## config.mk

```make
export PLATFORM = sky130hd
export DESIGN_NAME = i2s_rx_multi
export DESIGN_NICKNAME = d
export VERILOG_FILES = /design/src/rtl/i2s_rx_multi.sv
export SDC_FILE = /design/constraint.sdc
export NUM_CORES = 1
export LEC_CHECK = 0
export ABC_AREA = 1
export BUFFER_PORTS_ARGS = -buffer_cell sky130_fd_sc_hd__clkbuf_2
export CAP_MARGIN = 20
export CORE_ASPECT_RATIO = 0.7
export CORE_MARGIN = 2
export CORE_UTILIZATION = 45
export CTS_CLUSTER_DIAMETER = 200
export DETAILED_ROUTE_END_ITERATION = 8
export HOLD_SLACK_MARGIN = 0.02
export SYNTH_ARGS = -nofsm -noshare
export SYNTH_HDL_FRONTEND = slang
export SYNTH_SLANG_ARGS = --single-unit
```

## constraint.sdc

```tcl
create_clock -name HCLK -period 3.9 [get_ports HCLK]
set_clock_uncertainty 0.15 [all_clocks]
set_input_delay 0.39 -clock HCLK [delete_from_list [all_inputs] [get_ports HCLK]]
set_output_delay 0.39 -clock HCLK [all_outputs]
set_load 0.03 [all_outputs]
```

## src/rtl/i2s_rx_multi.sv

```systemverilog
// Multi-line I2S receive master: generates sck/ws, deserialises NUM_LINES inputs
// and queues tagged samples in a first-word-fall-through FIFO.
module i2s_rx_multi #(
  parameter int NUM_LINES  = 2,
  parameter int SAMPLE_W   = 24,
  parameter int SLOT_W     = 32,
  parameter int CLK_DIV    = 2,
  parameter int FIFO_DEPTH = 8
) (
  input  logic                                              HCLK,
  input  logic                                              HRESET,
  input  logic                                              en,
  input  logic                                              mono,
  input  logic [NUM_LINES-1:0]                              sd_in,
  output logic                                              sck,
  output logic                                              ws,
  output logic [SAMPLE_W-1:0]                               sample_data,
  output logic [((NUM_LINES > 1) ? $clog2(NUM_LINES) : 1)-1:0] sample_line,
  output logic                                              sample_right,
  output logic                                              sample_valid,
  input  logic                                              sample_ready,
  output logic [$clog2(FIFO_DEPTH):0]                       level,
  output logic                                              overflow,
  input  logic                                              overflow_clr
);

  localparam int LINE_W  = (NUM_LINES > 1) ? $clog2(NUM_LINES) : 1;
  localparam int DIV_W   = (CLK_DIV > 1) ? $clog2(CLK_DIV) : 1;
  localparam int BC_W    = (SLOT_W > 1) ? $clog2(SLOT_W) : 1;
  localparam int PTR_W   = $clog2(FIFO_DEPTH);
  localparam int LVL_W   = PTR_W + 1;
  localparam int ENTRY_W = SAMPLE_W + LINE_W + 1;

  logic [DIV_W-1:0] div_reg;
  logic [BC_W-1:0]  bc_reg;
  logic             sck_reg;
  logic             ws_reg;
  logic             div_tc;
  logic             rise;
  logic             fall;
  logic             capture_bit;
  logic             capture_last;

  assign div_tc       = (div_reg == DIV_W'(CLK_DIV - 1));
  assign rise         = en && div_tc && !sck_reg;
  assign fall         = en && div_tc && sck_reg;
  assign capture_bit  = rise && (bc_reg != '0) && (bc_reg <= BC_W'(SAMPLE_W));
  assign capture_last = rise && (bc_reg == BC_W'(SAMPLE_W));

  // ws toggles together with the bit-counter wrap, i.e. on the sck falling edge.
  always_ff @(posedge HCLK) begin
    if (HRESET || !en) begin
      div_reg <= '0;
      bc_reg  <= '0;
      sck_reg <= 1'b0;
      ws_reg  <= 1'b0;
    end else begin
      div_reg <= div_tc ? '0 : div_reg + 1'b1;
      if (div_tc) begin
        sck_reg <= !sck_reg;
      end
      if (fall) begin
        if (bc_reg == BC_W'(SLOT_W - 1)) begin
          bc_reg <= '0;
          ws_reg <= !ws_reg;
        end else begin
          bc_reg <= bc_reg + 1'b1;
        end
      end
    end
  end

  assign sck = sck_reg;
  assign ws  = ws_reg;

  logic [NUM_LINES*SAMPLE_W-1:0] shadow_flat;

  generate
    for (genvar gi = 0; gi < NUM_LINES; gi++) begin : g_line
      logic [SAMPLE_W-1:0] shift_reg;
      logic [SAMPLE_W-1:0] shift_next;
      logic [SAMPLE_W-1:0] shadow_reg;

      assign shift_next = (shift_reg << 1) | SAMPLE_W'(sd_in[gi]);

      // The shadow takes the word including the LSB arriving on this rise.
      always_ff @(posedge HCLK) begin
        if (HRESET || !en) begin
          shift_reg <= '0;
        end else if (capture_bit) begin
          shift_reg <= shift_next;
        end
        if (HRESET) begin
          shadow_reg <= '0;
        end else if (capture_last) begin
          shadow_reg <= shift_next;
        end
      end

      assign shadow_flat[gi*SAMPLE_W +: SAMPLE_W] = shadow_reg;
    end
  endgenerate

  logic              push_active_reg;
  logic [LINE_W-1:0] push_idx_reg;
  logic              push_ws_reg;
  logic              push_fire;
  logic [ENTRY_W-1:0] push_entry;

  always_ff @(posedge HCLK) begin
    if (HRESET || !en) begin
      push_active_reg <= 1'b0;
      push_idx_reg    <= '0;
      push_ws_reg     <= 1'b0;
    end else if (capture_last) begin
      push_active_reg <= !(mono && ws_reg);
      push_idx_reg    <= '0;
      push_ws_reg     <= ws_reg;
    end else if (push_active_reg) begin
      if (push_idx_reg == LINE_W'(NUM_LINES - 1)) begin
        push_active_reg <= 1'b0;
      end else begin
        push_idx_reg <= push_idx_reg + 1'b1;
      end
    end
  end

  // A sequence still pending in a cycle with en low is abandoned, not written.
  assign push_fire  = push_active_reg && en;
  assign push_entry = {shadow_flat[int'(push_idx_reg)*SAMPLE_W +: SAMPLE_W],
                       push_idx_reg, push_ws_reg};

  logic [ENTRY_W-1:0] mem [FIFO_DEPTH];
  logic [PTR_W-1:0]   wr_ptr_reg;
  logic [PTR_W-1:0]   rd_ptr_reg;
  logic [LVL_W-1:0]   level_reg;
  logic               overflow_reg;
  logic               full;
  logic               pop;
  logic               accept;
  logic               drop;
  logic [ENTRY_W-1:0] head;

  assign full   = (level_reg == LVL_W'(FIFO_DEPTH));
  assign pop    = (level_reg != '0) && sample_ready;
  assign accept = push_fire && (!full || pop);
  assign drop   = push_fire && full && !pop;

  always_ff @(posedge HCLK) begin
    if (accept) begin
      mem[wr_ptr_reg] <= push_entry;
    end
  end

  always_ff @(posedge HCLK) begin
    if (HRESET) begin
      wr_ptr_reg   <= '0;
      rd_ptr_reg   <= '0;
      level_reg    <= '0;
      overflow_reg <= 1'b0;
    end else begin
      if (accept) begin
        wr_ptr_reg <= wr_ptr_reg + 1'b1;
      end
      if (pop) begin
        rd_ptr_reg <= rd_ptr_reg + 1'b1;
      end
      case ({accept, pop})
        2'b10:   level_reg <= level_reg + 1'b1;
        2'b01:   level_reg <= level_reg - 1'b1;
        default: level_reg <= level_reg;
      endcase
      if (drop) begin
        overflow_reg <= 1'b1;
      end else if (overflow_clr) begin
        overflow_reg <= 1'b0;
      end
    end
  end

  // Head fields read as zero while empty so the RAM's unwritten words never show.
  assign head         = mem[rd_ptr_reg];
  assign sample_valid = (level_reg != '0);
  assign {sample_data, sample_line, sample_right} = sample_valid ? head : '0;
  assign level        = level_reg;
  assign overflow     = overflow_reg;

endmodule

```

### Word-level counts from Yosys, hierarchy flattened

Memory sizes are Yosys's and may differ from the RTL's. A register that Yosys moved wholly into a read port is not among the register bits.
Cells that the tools add are included.

* bitwise operators: 2
* multiply operators: 1
* order comparisons: 1
* reduce and logical (&&, ||, !) cells: 27
* eq/ne operators: 5
* add/subtract/negate cells: 7
* shift operators: 1
* multiplexer cells: 13

Operator list (number)
* 24-bit by 1-bit OR with 24-bit output: 2
* 48-bit by 7-bit indexed part select with 24-bit output: 1
* 26-bit 2-to-1 mux: 1
* 1-bit logical AND: 12
* 5-bit == test, second input constant: 2
* 1-bit 2-to-1 mux: 8
* 4-bit case mux with 2 select lines: 1
* 3-bit by 1-bit adder with 3-bit output, second input constant: 2
* 1-bit zero test: 6
* 3-bit 2-to-1 mux: 2
* 5-bit by 1-bit adder with 5-bit output, second input constant: 1
* 5-bit less-or-equal comparator, second input constant: 1
* 5-bit 2-to-1 mux: 1
* 5-bit nonzero test: 1
* 4-bit by 1-bit adder with 4-bit output, second input constant: 1
* 4-bit == test, second input constant: 1
* 2-bit nonzero test: 2
* 4-bit nonzero test: 1
* 2-bit OR reduction: 2
* 4-bit by 1-bit subtractor with 4-bit output, second input constant: 1
* 1-bit by 2-bit multiplier with 3-bit output, second input constant: 1
* 1-bit adder, second input constant: 2
* 2-bit by 1-bit == test with 1-bit output, second input constant: 1
* 2-bit == test, second input constant: 1
* 2 further kinds: 3

* bits in writable memories: 208
* bits of input ports: 8
* register bits after elaboration: 116
* memories: 1

Memory list
* mem: words 8, bits a word 26, read ports 1, clocked after Yosys merged registers in 1, write ports 1, RTL line 133 `logic [ENTRY_W-1:0] mem [FIFO_DEPTH];`

### Longest topological paths before layout

* word-level depth: 6
* mapped depth: 14
* depth with buffers taken out: 14

### Least setup slack after synthesis

No wires, ideal clock.

* kind: register to register
* start: register level_reg[2] (netlist: level[2])
* end: memory mem[0][0] (netlist name), enable pin
* path slack: 1.123 ns
* data arrival time: 2.218 ns
* stages on the path, launching flop included: 7
* period minus slack after synthesis: 2.777 ns
* path through: dfxtp_1 inv_1 nand4_1 nand2_1 inv_1 nand2_1 nor2_1

* cells in the longest elaborated chain, start to end: 6

Ends and longest elaborated chain
* from (decl): RTL line 136 `logic [LVL_W-1:0] level_reg;`
* from (signal assigned): RTL line 169 `2'b10: level_reg <= level_reg + 1'b1;`
* from (signal assigned): RTL line 170 `2'b01: level_reg <= level_reg - 1'b1;`
* from (signal assigned): RTL line 171 `default: level_reg <= level_reg;`
* 4-bit == test / 4-bit nonzero test (equally long branches): RTL line 144, 145
* 1-bit zero test / 1-bit logical AND (equally long branches): RTL line 146, 145
* 1-bit logical OR (*): RTL line 146 `assign accept = push_fire && (!full || pop);`
* 1-bit logical AND (*): RTL line 146
* 1-bit 2-to-1 mux (*): RTL line 150 `if (accept) begin`
* 1-bit 2-to-1 mux (implied by the code) (*): RTL line 151 `mem[wr_ptr_reg] <= push_entry;`
* to (decl): RTL line 133

Mark *: on every way between the ends. The rest lies on a longest branch, timed or not.

==> out/qor.yml <==
sta:
  hold_violations: 0
  rsz0062_at_grt: "false"
  setup_viol: 0
  max_slew_margin_pct: 28.2
  tns_ps: 0
  max_freq_mhz: 305
  period_needed_ps: 3280
  drv_slew: 0
  worstMarginPinSlew_ps: 1080
  fin_crit_sh_pct: 84.2
layout:
  seqCellArea_um2: 8630
  fin_cells: 1660
  nets: 1279
  n_antenna_cell: 0
  layout-drive-gt1-share_pct: 12.1
  area_growth_pct: 11.8
  multiInputGateArea_um2: 3680
  n_fill_cell: 2498
  largest_reg_flops: 208
synth:
  synth_enable_flop_cells: 208
  synth_compound_area_share_pct: 15.1
  avgSynthCellArea_um2: 10.5
  synthArstFlopShare_pct: 0
  yosys_warnings: 0
  ys.flop_type: "edfxtp_1"
  muxShareOfSynthArea_pct: 0
  ys_seq_area_share_pct: 66.5
  syn_nets: 1253
  yosysUniqueCellTypes: 35
  synth.most_common_cell: "nor2_1"
  yosysTopAreaCell: "edfxtp_1"
  ys_ff_latch: 327
  synthesis.area_um2: 13000
  synth.area.top_cells: "edfxtp_1, dfxtp_1, nor2_1"
  synth_xor_xnor_area_share_pct: 0.135
  yosys.area_share.simple_pct: 12.2
  synth_top_area_share_pct: 48.1
  synthCells: 1239
  synth_top_family_by_area: "compound AO/OA/AOI/OAI gates"
  synth.top_cells.by_count: "nor2_1, edfxtp_1, o21ai_0, dfxtp_1, nand2_1"
  synth_fa_ha_area_share_pct: 0.578
die:
  start_util_pct: 46.2
  num_rows: 51
  fp.dieH_um: 146
  die_w_um: 207
  num_io_pins: 42
  core_um2: 28100
  die_area_um2: 30200
cts:
  path_clk_slew_ps: 60
  postCtsResizedCells: 0
  cts_setup_buffers: 0
  cts_tree: "built"
  cts_buffer_depth: 3
  insertion_delay_ps: 560
  root_buffer: "clkbuf_16"
  cts_max_level: 1
  clkSinkCount: 327
  cts_made_buffers: 31
drt:
  vias_per_cell: 5.24
  totalWireLength_um: 28100
  via_count: 8703
  drt_iter0_drc: 560
  antenna_left: 0
  drcViolationCount: 0
  wl_per_cell_um: 17.0
  first_pass_iters: 5
worst_hold_path:
  holdCritStartpoint: "en"
  worstHoldPathType: "input pin to flop"
  hold_depth: 5
  whs_endpoint: "g_line[1].shift_reg[15]"
outcome:
  status: "completed"
setup_path:
  crit_required_ps: 3360
  critical_path_class: "flop to primary output"
  r2r_start: "bc_reg[0]"
  critPathCaptureType: "primary output"
  cp-start-kind: "flop"
  timing.rr.end: "g_line[1].shadow_reg[18]"
  r2r_cells: 9
  rrSetupSlack_ps: 1240
  path_max_fanout: 57
  crit_arrival_ps: 2740
global_route:
  grt_pass1_vias: 8227
  grt_max_degree: 89
  grtUsageTotal_pct: 19.1
  grt-ovfl-total: 0
  grt_pass1_wl_um: 45300
  antenna_found_initial: 0
placement:
  io_buffer_count: 41
  gp_congestion: 0.779
  hpwl_um: 16100
  dp_cells: 1597
run:
  maxCapViolations: 0
pwr:
  vdd_drop_max_mv: 0.405
  p_per_area_nw_per_um2: 582
  leakagePower_nw: 5.64
## through the flow
stage                     hold slack, ps  total power [mW]  utilization (%)  instance area (um^2)  setup WS (ps)
final                                140              8.44             51.7                 14500            616
after global routing                 160              8.85             51.7                 14500            407
after floorplan                      280              5.13                -                 13000           1120
after global placement               296              5.59             48.0                 13500           1220
after detailed placement             298              5.59             48.0                 13500           1200
after CTS                            119              8.51             51.7                 14500            603
## layer usage
metal	share of wire (%)	vias up	track usage [%]
met3	4.4	40	2.81
met4	2.0	0	4.22
met1	50	4176	28.3
met2	44	157	29.9
met5	0	-	0
li1	-	4330	-
## layout by cell type (no fill, tap or decap), types with 2 or more instances in the layout
cell           instances
o21ai_0              171
o21ai_1               56
ha_1                   6
a21oi_1               79
dlygate4sd3_1          6
clkinv_1               8
nor2_1               243
a21oi_2               20
o32ai_1               26
clkbuf_2              41
buf_12                 2
a211oi_1               3
edfxtp_1             208
inv_1                 71
nand4_1               10
clkbuf_8               5
nand2_2                2
buf_4                 19
clkinv_2               7
clkbuf_16             32
nand2_1              113
nor3_1                 4
nor2_4                 6
clkbuf_1               4
nand3_1                6
dfxtp_1              117
inv_2                  7
nor2_2                 5
## how the worst max path moves through the flow
| stage | endpoint | depth (start not counted) |
|---|---|---|
| 4_1_cts | sample_data[3] | 6 |
| 3_5_place_dp | mem[0][8] | 8 |
| 5_1_grt | sample_data[0] | 6 |
| 6_report | sample_data[3] | 6 |
| 2_1_floorplan | mem[0][0] | 6 |
| 3_3_place_gp | sample_data[0] | 6 |
## layout make-up
cell class                 count  area share (%)
timing repair buffer          68            3.09
clock inverter                16           0.698
sequential                   327            59.5
inverter                      80            2.08
tap                          371            3.20
clock buffer                  41            6.10
multi-input combinational    757            25.3
## worst max-delay path: stages (launching register included)
cell	delay [ps]
dfxtp_2	1020
buf_4	330
o21ai_0	100
o21ai_0	210
o21ai_1	80
nor2_1	180
clkbuf_2	230
## cell families after synthesis
logic type,after synthesis
flops,327
buf+inv,155
compound gates,355
xor+xnor,2
fa+ha+maj,6
simple gates,394
## timing repair
| action | 4_1_cts | 5_1_grt |
|---|---|---|
| setup endpoints to repair | 0 | 0 |
| hold endpoints to repair | 7 | 0 |
| hold buffers | 6 | 0 |
## where the power goes
| part | internal (mW) | switching [mW] | total [mW] | leakage, nW |
|---|---|---|---|---|
| combinational | 0.530 | 1.19 | 1.72 | 1.80 |
| sequential | 3.67 | 0.127 | 3.80 | 3.35 |
| clock | 1.65 | 1.27 | 2.92 | 0.492 |
| total | 5.85 | 2.59 | 8.44 | 5.64 |
No activity file was read; power rests on OpenSTA's default activity.
